==> config.mk <==
export PLATFORM = sky130hd
export DESIGN_NAME = onchip_mem_arbiter_flat
export DESIGN_NICKNAME = d
export VERILOG_FILES = /design/src/rtl/onchip_mem_arbiter_pkg.sv /design/src/rtl/onchip_mem_arbiter_if.sv /design/src/rtl/onchip_mem_arbiter_rr_arb2.sv /design/src/rtl/onchip_mem_arbiter.sv /design/src/flat_wrapper.sv
export SDC_FILE = /design/constraint.sdc
export NUM_CORES = 1
export LEC_CHECK = 0
export ABC_AREA = 1
export CAP_MARGIN = 20
export CORE_AREA = 4 4 99 101
export DETAILED_ROUTE_END_ITERATION = 12
export DIE_AREA = 0 0 103 105
export HOLD_SLACK_MARGIN = 0.15
export PLACE_DENSITY = 0.7
export SKIP_CTS_REPAIR_TIMING = 1
export SYNTH_ARGS = -nofsm -noshare
export SYNTH_HDL_FRONTEND = slang
export SYNTH_SLANG_ARGS = --single-unit
==> constraint.sdc <==
create_clock -name clk -period 2.59 [get_ports clk]
set_input_delay 0.518 -clock clk [delete_from_list [all_inputs] [get_ports clk]]
set_output_delay 0.518 -clock clk [all_outputs]
set_load 0.03 [all_outputs]
==> src/rtl/onchip_mem_arbiter_pkg.sv <==
// Shared sizing defaults and master ids for the on-chip RAM arbiter.
package onchip_mem_arbiter_pkg;

    localparam int unsigned ADDR_W = 14;
    localparam int unsigned DATA_W = 32;
    localparam int unsigned DEPTH  = 10240;

    localparam logic M0 = 1'b0;
    localparam logic M1 = 1'b1;

endpackage

==> src/rtl/onchip_mem_arbiter_if.sv <==
// Avalon-MM style requester bus between one master and the arbiter.
interface onchip_mem_arbiter_if #(
    parameter int unsigned ADDR_W = onchip_mem_arbiter_pkg::ADDR_W,
    parameter int unsigned DATA_W = onchip_mem_arbiter_pkg::DATA_W
);
    localparam int unsigned BE_W = DATA_W / 8;

    logic [ADDR_W-1:0] address;
    logic [BE_W-1:0]   byteenable;
    logic              read;
    logic              write;
    logic [DATA_W-1:0] writedata;
    logic              waitrequest;
    logic [DATA_W-1:0] readdata;
    logic              readdatavalid;

    modport master (
        output address, byteenable, read, write, writedata,
        input  waitrequest, readdata, readdatavalid
    );

    modport slave (
        input  address, byteenable, read, write, writedata,
        output waitrequest, readdata, readdatavalid
    );

endinterface

==> src/rtl/onchip_mem_arbiter_rr_arb2.sv <==
// Two-input round-robin grant with the last-granted register.
module rr_arb2 (
    input  logic       clk,
    input  logic       reset_n,
    input  logic [1:0] i_req,
    output logic [1:0] o_gnt
);
    import onchip_mem_arbiter_pkg::*;

    logic       r_last;
    logic [1:0] w_gnt;

    // Lone requester wins; on a tie the master not granted last wins; nothing during reset
    always_comb begin
        w_gnt = 2'b00;
        if (reset_n) begin
            case (i_req)
                2'b01:   w_gnt = 2'b01;
                2'b10:   w_gnt = 2'b10;
                2'b11:   w_gnt = (r_last == M1) ? 2'b01 : 2'b10;
                default: w_gnt = 2'b00;
            endcase
        end
    end

    assign o_gnt = w_gnt;

    // Remember who was granted most recently; M1 after reset so M0 takes the first tie
    always_ff @(posedge clk or negedge reset_n) begin
        if (!reset_n) begin
            r_last <= M1;
        end else if (|w_gnt) begin
            r_last <= w_gnt[1];
        end
    end

endmodule

==> src/rtl/onchip_mem_arbiter.sv <==
// Shares the single-port on-chip RAM between two requesters, returns read data
// to its issuer one cycle later and flags out-of-range accesses.
module onchip_mem_arbiter #(
    parameter int unsigned ADDR_W = onchip_mem_arbiter_pkg::ADDR_W,
    parameter int unsigned DATA_W = onchip_mem_arbiter_pkg::DATA_W,
    parameter int unsigned DEPTH  = onchip_mem_arbiter_pkg::DEPTH
) (
    input  logic                  clk,
    input  logic                  reset_n,
    onchip_mem_arbiter_if.slave   m0,
    onchip_mem_arbiter_if.slave   m1,
    output logic [ADDR_W-1:0]     ram_address,
    output logic [DATA_W/8-1:0]   ram_byteenable,
    output logic                  ram_chipselect,
    output logic                  ram_write,
    output logic [DATA_W-1:0]     ram_writedata,
    output logic                  ram_clken,
    input  logic [DATA_W-1:0]     ram_readdata,
    output logic                  err_oor,
    input  logic                  err_clr
);
    import onchip_mem_arbiter_pkg::*;

    localparam int unsigned BE_W = DATA_W / 8;

    logic [1:0]        w_req;
    logic [1:0]        w_gnt;
    logic              w_any;
    logic              w_sel;
    logic              w_rd;
    logic              w_wr;
    logic              w_oor;
    logic [ADDR_W-1:0] w_addr;
    logic [BE_W-1:0]   w_be;
    logic [DATA_W-1:0] w_wdata;
    logic [DATA_W-1:0] w_rdata;
    logic              w_vld0;
    logic              w_vld1;

    logic              r_rd_pend;
    logic              r_rd_owner;
    logic              r_rd_oor;
    logic              r_err_oor;

    assign w_req = {m1.read | m1.write, m0.read | m0.write};

    rr_arb2 u_arb (
        .clk     (clk),
        .reset_n (reset_n),
        .i_req   (w_req),
        .o_gnt   (w_gnt)
    );

    // Steer the granted master's command onto the RAM side; zeros when idle
    always_comb begin
        w_any   = |w_gnt;
        w_sel   = w_gnt[1];
        w_addr  = '0;
        w_be    = '0;
        w_wdata = '0;
        w_rd    = 1'b0;
        w_wr    = 1'b0;
        if (w_gnt[0]) begin
            w_addr  = m0.address;
            w_be    = m0.byteenable;
            w_wdata = m0.writedata;
            w_rd    = m0.read;
            w_wr    = m0.write;
        end else if (w_gnt[1]) begin
            w_addr  = m1.address;
            w_be    = m1.byteenable;
            w_wdata = m1.writedata;
            w_rd    = m1.read;
            w_wr    = m1.write;
        end
        w_oor = w_any && (32'(w_addr) >= DEPTH);
    end

    // Out-of-range accesses are still granted but never reach the RAM
    assign ram_address    = w_addr;
    assign ram_byteenable = w_be;
    assign ram_writedata  = w_wdata;
    assign ram_chipselect = w_any & ~w_oor;
    assign ram_write      = w_wr & ~w_oor;
    assign ram_clken      = 1'b1;

    assign m0.waitrequest = w_req[0] & ~w_gnt[0];
    assign m1.waitrequest = w_req[1] & ~w_gnt[1];

    // Read return: valid only to the issuer, zero data for out-of-range reads
    assign w_rdata          = r_rd_oor ? '0 : ram_readdata;
    assign w_vld0           = r_rd_pend & (r_rd_owner == M0);
    assign w_vld1           = r_rd_pend & (r_rd_owner == M1);
    assign m0.readdatavalid = w_vld0;
    assign m1.readdatavalid = w_vld1;
    assign m0.readdata      = w_vld0 ? w_rdata : '0;
    assign m1.readdata      = w_vld1 ? w_rdata : '0;

    // Capture the granted read so its data can be routed back next cycle
    always_ff @(posedge clk or negedge reset_n) begin
        if (!reset_n) begin
            r_rd_pend  <= 1'b0;
            r_rd_owner <= M0;
            r_rd_oor   <= 1'b0;
        end else begin
            r_rd_pend <= w_rd;
            if (w_rd) begin
                r_rd_owner <= w_sel;
                r_rd_oor   <= w_oor;
            end
        end
    end

    // Sticky out-of-range flag; a new error beats a simultaneous clear
    always_ff @(posedge clk or negedge reset_n) begin
        if (!reset_n) begin
            r_err_oor <= 1'b0;
        end else if (w_oor) begin
            r_err_oor <= 1'b1;
        end else if (err_clr) begin
            r_err_oor <= 1'b0;
        end
    end

    assign err_oor = r_err_oor;

endmodule

==> src/flat_wrapper.sv <==
// flat-port wrapper written by rule: the top's interface ports become plain ports
module onchip_mem_arbiter_flat import onchip_mem_arbiter_pkg::*;
#(
    parameter int unsigned ADDR_W = onchip_mem_arbiter_pkg::ADDR_W,
    parameter int unsigned DATA_W = onchip_mem_arbiter_pkg::DATA_W,
    parameter int unsigned DEPTH  = onchip_mem_arbiter_pkg::DEPTH
)
  (clk, reset_n, ram_address, ram_byteenable, ram_chipselect, ram_write, ram_writedata, ram_clken, ram_readdata, err_oor, err_clr, m0_address, m0_byteenable, m0_read, m0_write, m0_writedata, m0_waitrequest, m0_readdata, m0_readdatavalid, m1_address, m1_byteenable, m1_read, m1_write, m1_writedata, m1_waitrequest, m1_readdata, m1_readdatavalid);
  onchip_mem_arbiter_if #(.ADDR_W(ADDR_W), .DATA_W(DATA_W)) m0_i ();
  onchip_mem_arbiter_if #(.ADDR_W(ADDR_W), .DATA_W(DATA_W)) m1_i ();
  input  logic clk;
  input  logic reset_n;
  output logic [ADDR_W-1:0] ram_address;
  output logic [DATA_W/8-1:0] ram_byteenable;
  output logic ram_chipselect;
  output logic ram_write;
  output logic [DATA_W-1:0] ram_writedata;
  output logic ram_clken;
  input  logic [DATA_W-1:0] ram_readdata;
  output logic err_oor;
  input  logic err_clr;
  input wire logic [$bits(m0_i.address)-1:0] m0_address;
  input wire logic [$bits(m0_i.byteenable)-1:0] m0_byteenable;
  input wire logic [$bits(m0_i.read)-1:0] m0_read;
  input wire logic [$bits(m0_i.write)-1:0] m0_write;
  input wire logic [$bits(m0_i.writedata)-1:0] m0_writedata;
  output wire logic [$bits(m0_i.waitrequest)-1:0] m0_waitrequest;
  output wire logic [$bits(m0_i.readdata)-1:0] m0_readdata;
  output wire logic [$bits(m0_i.readdatavalid)-1:0] m0_readdatavalid;
  input wire logic [$bits(m1_i.address)-1:0] m1_address;
  input wire logic [$bits(m1_i.byteenable)-1:0] m1_byteenable;
  input wire logic [$bits(m1_i.read)-1:0] m1_read;
  input wire logic [$bits(m1_i.write)-1:0] m1_write;
  input wire logic [$bits(m1_i.writedata)-1:0] m1_writedata;
  output wire logic [$bits(m1_i.waitrequest)-1:0] m1_waitrequest;
  output wire logic [$bits(m1_i.readdata)-1:0] m1_readdata;
  output wire logic [$bits(m1_i.readdatavalid)-1:0] m1_readdatavalid;
  assign m0_i.address = m0_address;
  assign m0_i.byteenable = m0_byteenable;
  assign m0_i.read = m0_read;
  assign m0_i.write = m0_write;
  assign m0_i.writedata = m0_writedata;
  assign m0_waitrequest = m0_i.waitrequest;
  assign m0_readdata = m0_i.readdata;
  assign m0_readdatavalid = m0_i.readdatavalid;
  assign m1_i.address = m1_address;
  assign m1_i.byteenable = m1_byteenable;
  assign m1_i.read = m1_read;
  assign m1_i.write = m1_write;
  assign m1_i.writedata = m1_writedata;
  assign m1_waitrequest = m1_i.waitrequest;
  assign m1_readdata = m1_i.readdata;
  assign m1_readdatavalid = m1_i.readdatavalid;
  onchip_mem_arbiter #(.ADDR_W(ADDR_W), .DATA_W(DATA_W), .DEPTH(DEPTH)) u_core (.clk(clk), .reset_n(reset_n), .m0(m0_i), .m1(m1_i), .ram_address(ram_address), .ram_byteenable(ram_byteenable), .ram_chipselect(ram_chipselect), .ram_write(ram_write), .ram_writedata(ram_writedata), .ram_clken(ram_clken), .ram_readdata(ram_readdata), .err_oor(err_oor), .err_clr(err_clr));
endmodule
Word-level counts from Yosys, hierarchy flattened
Cells that the tools add are included.
- flip-flop bits (word level): 5
- input port bits: 139
- output and inout port bits: 122
- word-level logic and storage cells: 42
- magnitude comparators: 1
- equality and inequality tests: 3
- multiplexer cells: 18
- bitwise gates (word level): 12
- reductions and logical operators: 3
- operators with widths (operator ; number):
    32-bit 2-to-1 mux ; 5
    14-bit 2-to-1 mux ; 2
    14-bit greater-or-equal comparator, second input constant ; 1
    4-bit 2-to-1 mux ; 2
    1-bit bitwise AND ; 6
    1-bit 2-to-1 mux ; 6
    2-bit case mux with 3 select lines ; 1
    2-bit == test, second input constant ; 2
    2-bit 2-to-1 mux ; 2
    1-bit NOT ; 4
    2-bit by 1-bit == test with 1-bit output, second input constant ; 1
    1-bit OR ; 2
    2-bit nonzero test ; 1
    2-bit OR reduction ; 1
    1-bit logical AND ; 1

Longest topological paths before layout
Gate-level depths: netlist of run 1.
- depth in word-level cells: 10
- mapped depth: 9
- mapped depth without buffers: 8

Modules after synthesis
A second synthesis of run 1 with hierarchy kept.
- cell total of the unflattened synthesis: 230
- area, all modules: 1343.8 sq um
- modules (own cells, without submodules) (module ; times used ; cells an instance ; area an instance (sq um) ; seq. area each (sq um)):
    onchip_mem_arbiter ; 1 ; 219 ; 1278.7 ; 100.1
    rr_arb2 ; 1 ; 11 ; 65.1 ; 26.3

Least setup slack after synthesis of run 1
OpenSTA, ideal clock, no wires.
- kind: input to output
- start: input m0_write
- end: output ram_chipselect
- data arrival time: 1.680 ns
- data required time: 2.072 ns
- setup slack: 0.392 ns
- stages on the path: 7
- buffers on the path: 0
- cells stage by stage: nor2_1 nor2_4 nand3_1 nand2_1 nor2_1 nor2_1 nor2_1
- cells in the longest elaborated chain, start to end: 10
- elaborated cells on any way between the ends: 13
- classes of those cells: 1 x order compare; 3 x eq/ne; 4 x mux; 3 x bitwise; 2 x reduce/logical
- RTL lines (element ; RTL line ; RTL):
    start: declaration ; flat_wrapper.sv:25 ; input wire logic [$bits(m0_i.write)-1:0] m0_write;
    1-bit OR (*) ; onchip_mem_arbiter.sv:45 ; assign w_req = {m1.read | m1.write, m0.read | m0.write};
    2-bit == test / 2-bit by 1-bit == test with 1-bit output (equally long branches) ; onchip_mem_arbiter_rr_arb2.sv:17 ; case (i_req)
    2-bit case mux with 3 select lines (*) ; onchip_mem_arbiter_rr_arb2.sv:17 ;
    2-bit 2-to-1 mux (*) ; onchip_mem_arbiter_rr_arb2.sv:16 ; if (reset_n) begin
    14-bit 2-to-1 mux ; onchip_mem_arbiter.sv:69 ; end else if (w_gnt[1]) begin
    14-bit 2-to-1 mux (*) ; onchip_mem_arbiter.sv:63 ; if (w_gnt[0]) begin
    net ram_address[12] ; flat_wrapper.sv:13 ; output logic [ADDR_W-1:0] ram_address;
    14-bit greater-or-equal comparator (*) ; onchip_mem_arbiter.sv:76 ; w_oor = w_any && (32'(w_addr) >= DEPTH);
    1-bit logical AND (*) ; onchip_mem_arbiter.sv:76 ;
    1-bit NOT (*) ; onchip_mem_arbiter.sv:83 ; assign ram_chipselect = w_any & ~w_oor;
    1-bit bitwise AND (*) ; onchip_mem_arbiter.sv:83 ;
    end: declaration ; flat_wrapper.sv:15 ; output logic ram_chipselect;
The timed path passes the listed nets; every way through them passes the cells marked *.

Worst setup path after layout of run 1
- start: input ram_readdata[28]
- end: output m1_readdata[28]
- cells in the longest elaborated chain, start to end: 2
- RTL lines (element ; RTL line ; RTL):
    start: declaration ; flat_wrapper.sv:19 ; input logic [DATA_W-1:0] ram_readdata;
    32-bit 2-to-1 mux ; onchip_mem_arbiter.sv:91 ; assign w_rdata = r_rd_oor ? '0 : ram_readdata;
    32-bit 2-to-1 mux ; onchip_mem_arbiter.sv:97 ; assign m1.readdata = w_vld1 ? w_rdata : '0;
    end: declaration ; flat_wrapper.sv:36 ; output wire logic [$bits(m1_i.readdata)-1:0] m1_readdata;
Every way passes these cells.

==> out/results.md, run 1 <==
* completed — run status
* u_core.u_arb.r_last — Reg-to-Reg Start
* 70 — number of DRC violations after detailed-routing iteration 0
* 0.03 ns — CTS clk-pin slew, worst paths
* 2737 — vias after detailed routing
* 0.158 — overall routing resource usage
* 3 — number of CTS-inserted buffers
* 1 — maximum level of the CTS H-tree
* 0.0662 ns — smallest setup slack after layout
* 8420 um — placed wire-length estimate after detailed placement
* 105 um — chip height
* yes — CTS tree
* 637 — Net count, final
* ram_readdata[28] — launch point of the critical path
* 0.303 — area fraction of the dominant cell type after synthesis
* primary output — element type at the critical path end
* u_core.r_rd_oor — capture instance of the worst register-to-register path
* 364 — number of nets produced by synthesis
* in -> async — class of the tightest hold or removal check
* 0.0930 — fraction of the yosys area taken by sequential cells
* in -> out — path type of the worst setup path
* 0.00440 mm2 — fin area
* 0.00136 mm2 — total standard cell area after synthesis
* 4 — DR pass1 iterations
* 0 — Congestion Overflow GR
* false — unrepaired setup endpoints after global routing
* 396 MHz — Max Clock Freq
* 0.889 — final weighted congestion in routability-driven placement
* 0 — # diodes
* 35 — count of standard-cell rows
* 0.00902 mm2 — area of the core region
* 0 — number of violations of the max-capacitance limit
* 0 — number of nets with antenna violations after detailed routing
* 358 mW/mm2 — Pwr Density
* 0.00419 mm2 — post-detailed-placement cell area
* 23 — number of different library cells in the post-synthesis netlist
* sky130_fd_sc_hd__clkbuf_8 — Root Buffer
* 2.07 ns — required arrival time at the worst endpoint
* 2650 — number of global-route vias before repair
* 261 — Boundary Pins
* 0.0414 — grt met3 use
* 5 — Yosys reg bits
* m1_readdata[28] — capture point of the worst path
* 103 um — DIE WIDTH
* 0 — final count of pins violating max slew
* 39 — maximum number of pins on one net before global-route repair
* 0 — Final setup viols
* 0.301 — grt met2 use
* -0.312 ns — worst setup slack after placement
* 2.03 nW — total leakage power
* 0 — Hold Vio Cnt, Final
* 608 — final cell count without fillers
* 0.166 — met1 track utilization from global routing
* input pin — Critical Path Start Type
* 595 — Cells after DPL
* 2.52 ns — post-layout minimum cycle time
* sky130_fd_sc_hd__a22o_1 30%, sky130_fd_sc_hd__nor3_1 24%, sky130_fd_sc_hd__inv_1 12% — top post-synthesis cells by area
* met2 — global route hottest layer
* 0.00132 ns — worst setup skew after layout
* 10 — number of cell instances on the worst register-to-register path
* 0 — number of warning messages in the yosys log
* 13700 um — wire length of the first global-routing pass
* 5 — # clock sinks
* 0.974 — final worst path period share
* 0 — antenna violations before repair
* 16.5 um — routed wire length per instance
* 224% — area added between synthesis and finish
* 1.09 ns — reg2reg setup slack
* 0 ns — Setup TNS
* 2.01 ns — CP arrival
* 6.04 um2 — syn_area_per_cell
* 2 — Clock Tree Buf Depth
* sky130_fd_sc_hd__a22o_1 — most area-hungry cell type in the Yosys netlist
* 0.229 — fraction of final layout cells sized beyond drive strength 1
* 0.22 ns — Clock Latency Late Sink
* 0.0108 mm2 — Die Area
* 2 — critical path peak fanout
* 4.50 — Via-to-Cell Ratio
* 259 — count of buffers inserted at the top-level ports
* 0 — remaining routing DRC violations
* 172 uV — Worst IR Drop VDD
* 225 — post-synthesis instance total
* 0.151 — initial cell density of the core
* 10000 um — drt total wl
layout by cell type (no fill, tap or decap), drive strengths merged:
| cell type | count |
|---|---|
| clkdlybuf4s50 | 195 |
| buf | 87 |
| nor3 | 64 |
| a22o | 47 |
| inv | 43 |
| nand2 | 15 |
| nor2 | 11 |
| clkbuf | 8 |
| nand3 | 7 |
| o21ai | 6 |
| dlymetal6s2s | 5 |
| dfrtp | 4 |
| clkinv | 3 |
| conb | 1 |
| dfstp | 1 |
per-layer routing:
metal  vias up  wire length [um]  share of wire
met5         -                 0              0
met4         0               176          0.018
met3        12              1090           0.11
met2       171              5230           0.52
met1      1227              3510           0.35
li1       1327                 -              -
through the flow:
step,util,hold WS (ns),power (mW)
after detailed placement,0.464,0.518,1.39
after global routing,0.488,0.272,1.66
after CTS,0.469,0.526,1.53
after global placement,0.464,0.503,1.37
final,0.488,0.256,1.58
after floorplan,-,0.222,0.724
worst max-delay path, stage by stage:
cell                              delay [ns]
sky130_fd_sc_hd__clkdlybuf4s50_1        0.45
sky130_fd_sc_hd__inv_1                  0.05
sky130_fd_sc_hd__nor3_1                 0.26
sky130_fd_sc_hd__clkdlybuf4s50_1        0.73
worst min-delay path by stage:
stage	startpoint	end	slack (ns)	cells after the start
floorplan	reset_n	u_core.err_oor	0.22	0
global placement	u_core.err_oor	u_core.err_oor	0.50	2
detailed placement	u_core.err_oor	u_core.err_oor	0.52	2
CTS	u_core.err_oor	u_core.err_oor	0.53	2
global route	reset_n	u_core.r_rd_pend	0.27	2
finish	reset_n	u_core.err_oor	0.26	2
power breakdown:
part | leakage, nW | switching (mW) | internal [mW]
Clock | 0.0228 | 0.0378 | 0.106
Sequential | 0.0611 | 0.0195 | 0.0936
Combinational | 1.94 | 0.687 | 0.634
Total | 2.03 | 0.744 | 0.833
cell families after synthesis:
logic type	count (synthesis)	share of synthesized area
and+or+nand+nor	97	0.365
other	1	0.00276
AOI/OAI and AO/OA	53	0.331
DFF	5	0.0930
buffers and inverters	69	0.209
flip-flops by register name, summed over array words and instances (netlist names):
register,cells
u_core.r_rd_pend,1
u_core.r_rd_owner,1
u_core.err_oor,1
u_core.u_arb.r_last,1
u_core.r_rd_oor,1
synth_stat cells:
cell type,count
sky130_fd_sc_hd__nor3_1,64
sky130_fd_sc_hd__a22o_1,47
sky130_fd_sc_hd__inv_1,43
sky130_fd_sc_hd__nand2_1,11
sky130_fd_sc_hd__buf_2,8
sky130_fd_sc_hd__clkbuf_1,8
sky130_fd_sc_hd__nor2_1,8
sky130_fd_sc_hd__nand3_1,6
sky130_fd_sc_hd__buf_1,5
sky130_fd_sc_hd__dfrtp_1,4
sky130_fd_sc_hd__o21ai_1,3
sky130_fd_sc_hd__buf_4,2
sky130_fd_sc_hd__inv_2,2
sky130_fd_sc_hd__nand2_2,2
sky130_fd_sc_hd__nand2_4,2
sky130_fd_sc_hd__nor2_4,2
sky130_fd_sc_hd__o21ai_2,2
sky130_fd_sc_hd__buf_6,1
sky130_fd_sc_hd__conb_1,1
sky130_fd_sc_hd__dfstp_2,1
sky130_fd_sc_hd__nand3_2,1
sky130_fd_sc_hd__nor2_2,1
sky130_fd_sc_hd__o21ai_0,1
final cells by class:
type	count	area [um2]
Timing Repair inverter	1	5.00
Fill cell	874	4620
Tap cell	111	139
Clock buffer	4	45.0
Inverter	45	186
Sequential cell	5	128
Timing Repair Buffer	291	2930
Multi-Input combinational cell	151	966
(Power assumes the default switching activity.)
==> inputs of run 2 (changes only) <==
Settings changed: SLEW_MARGIN set to 15.
==> results of run 2 <==
No change in the layout: final DEF, timing and power equal those of run 1.
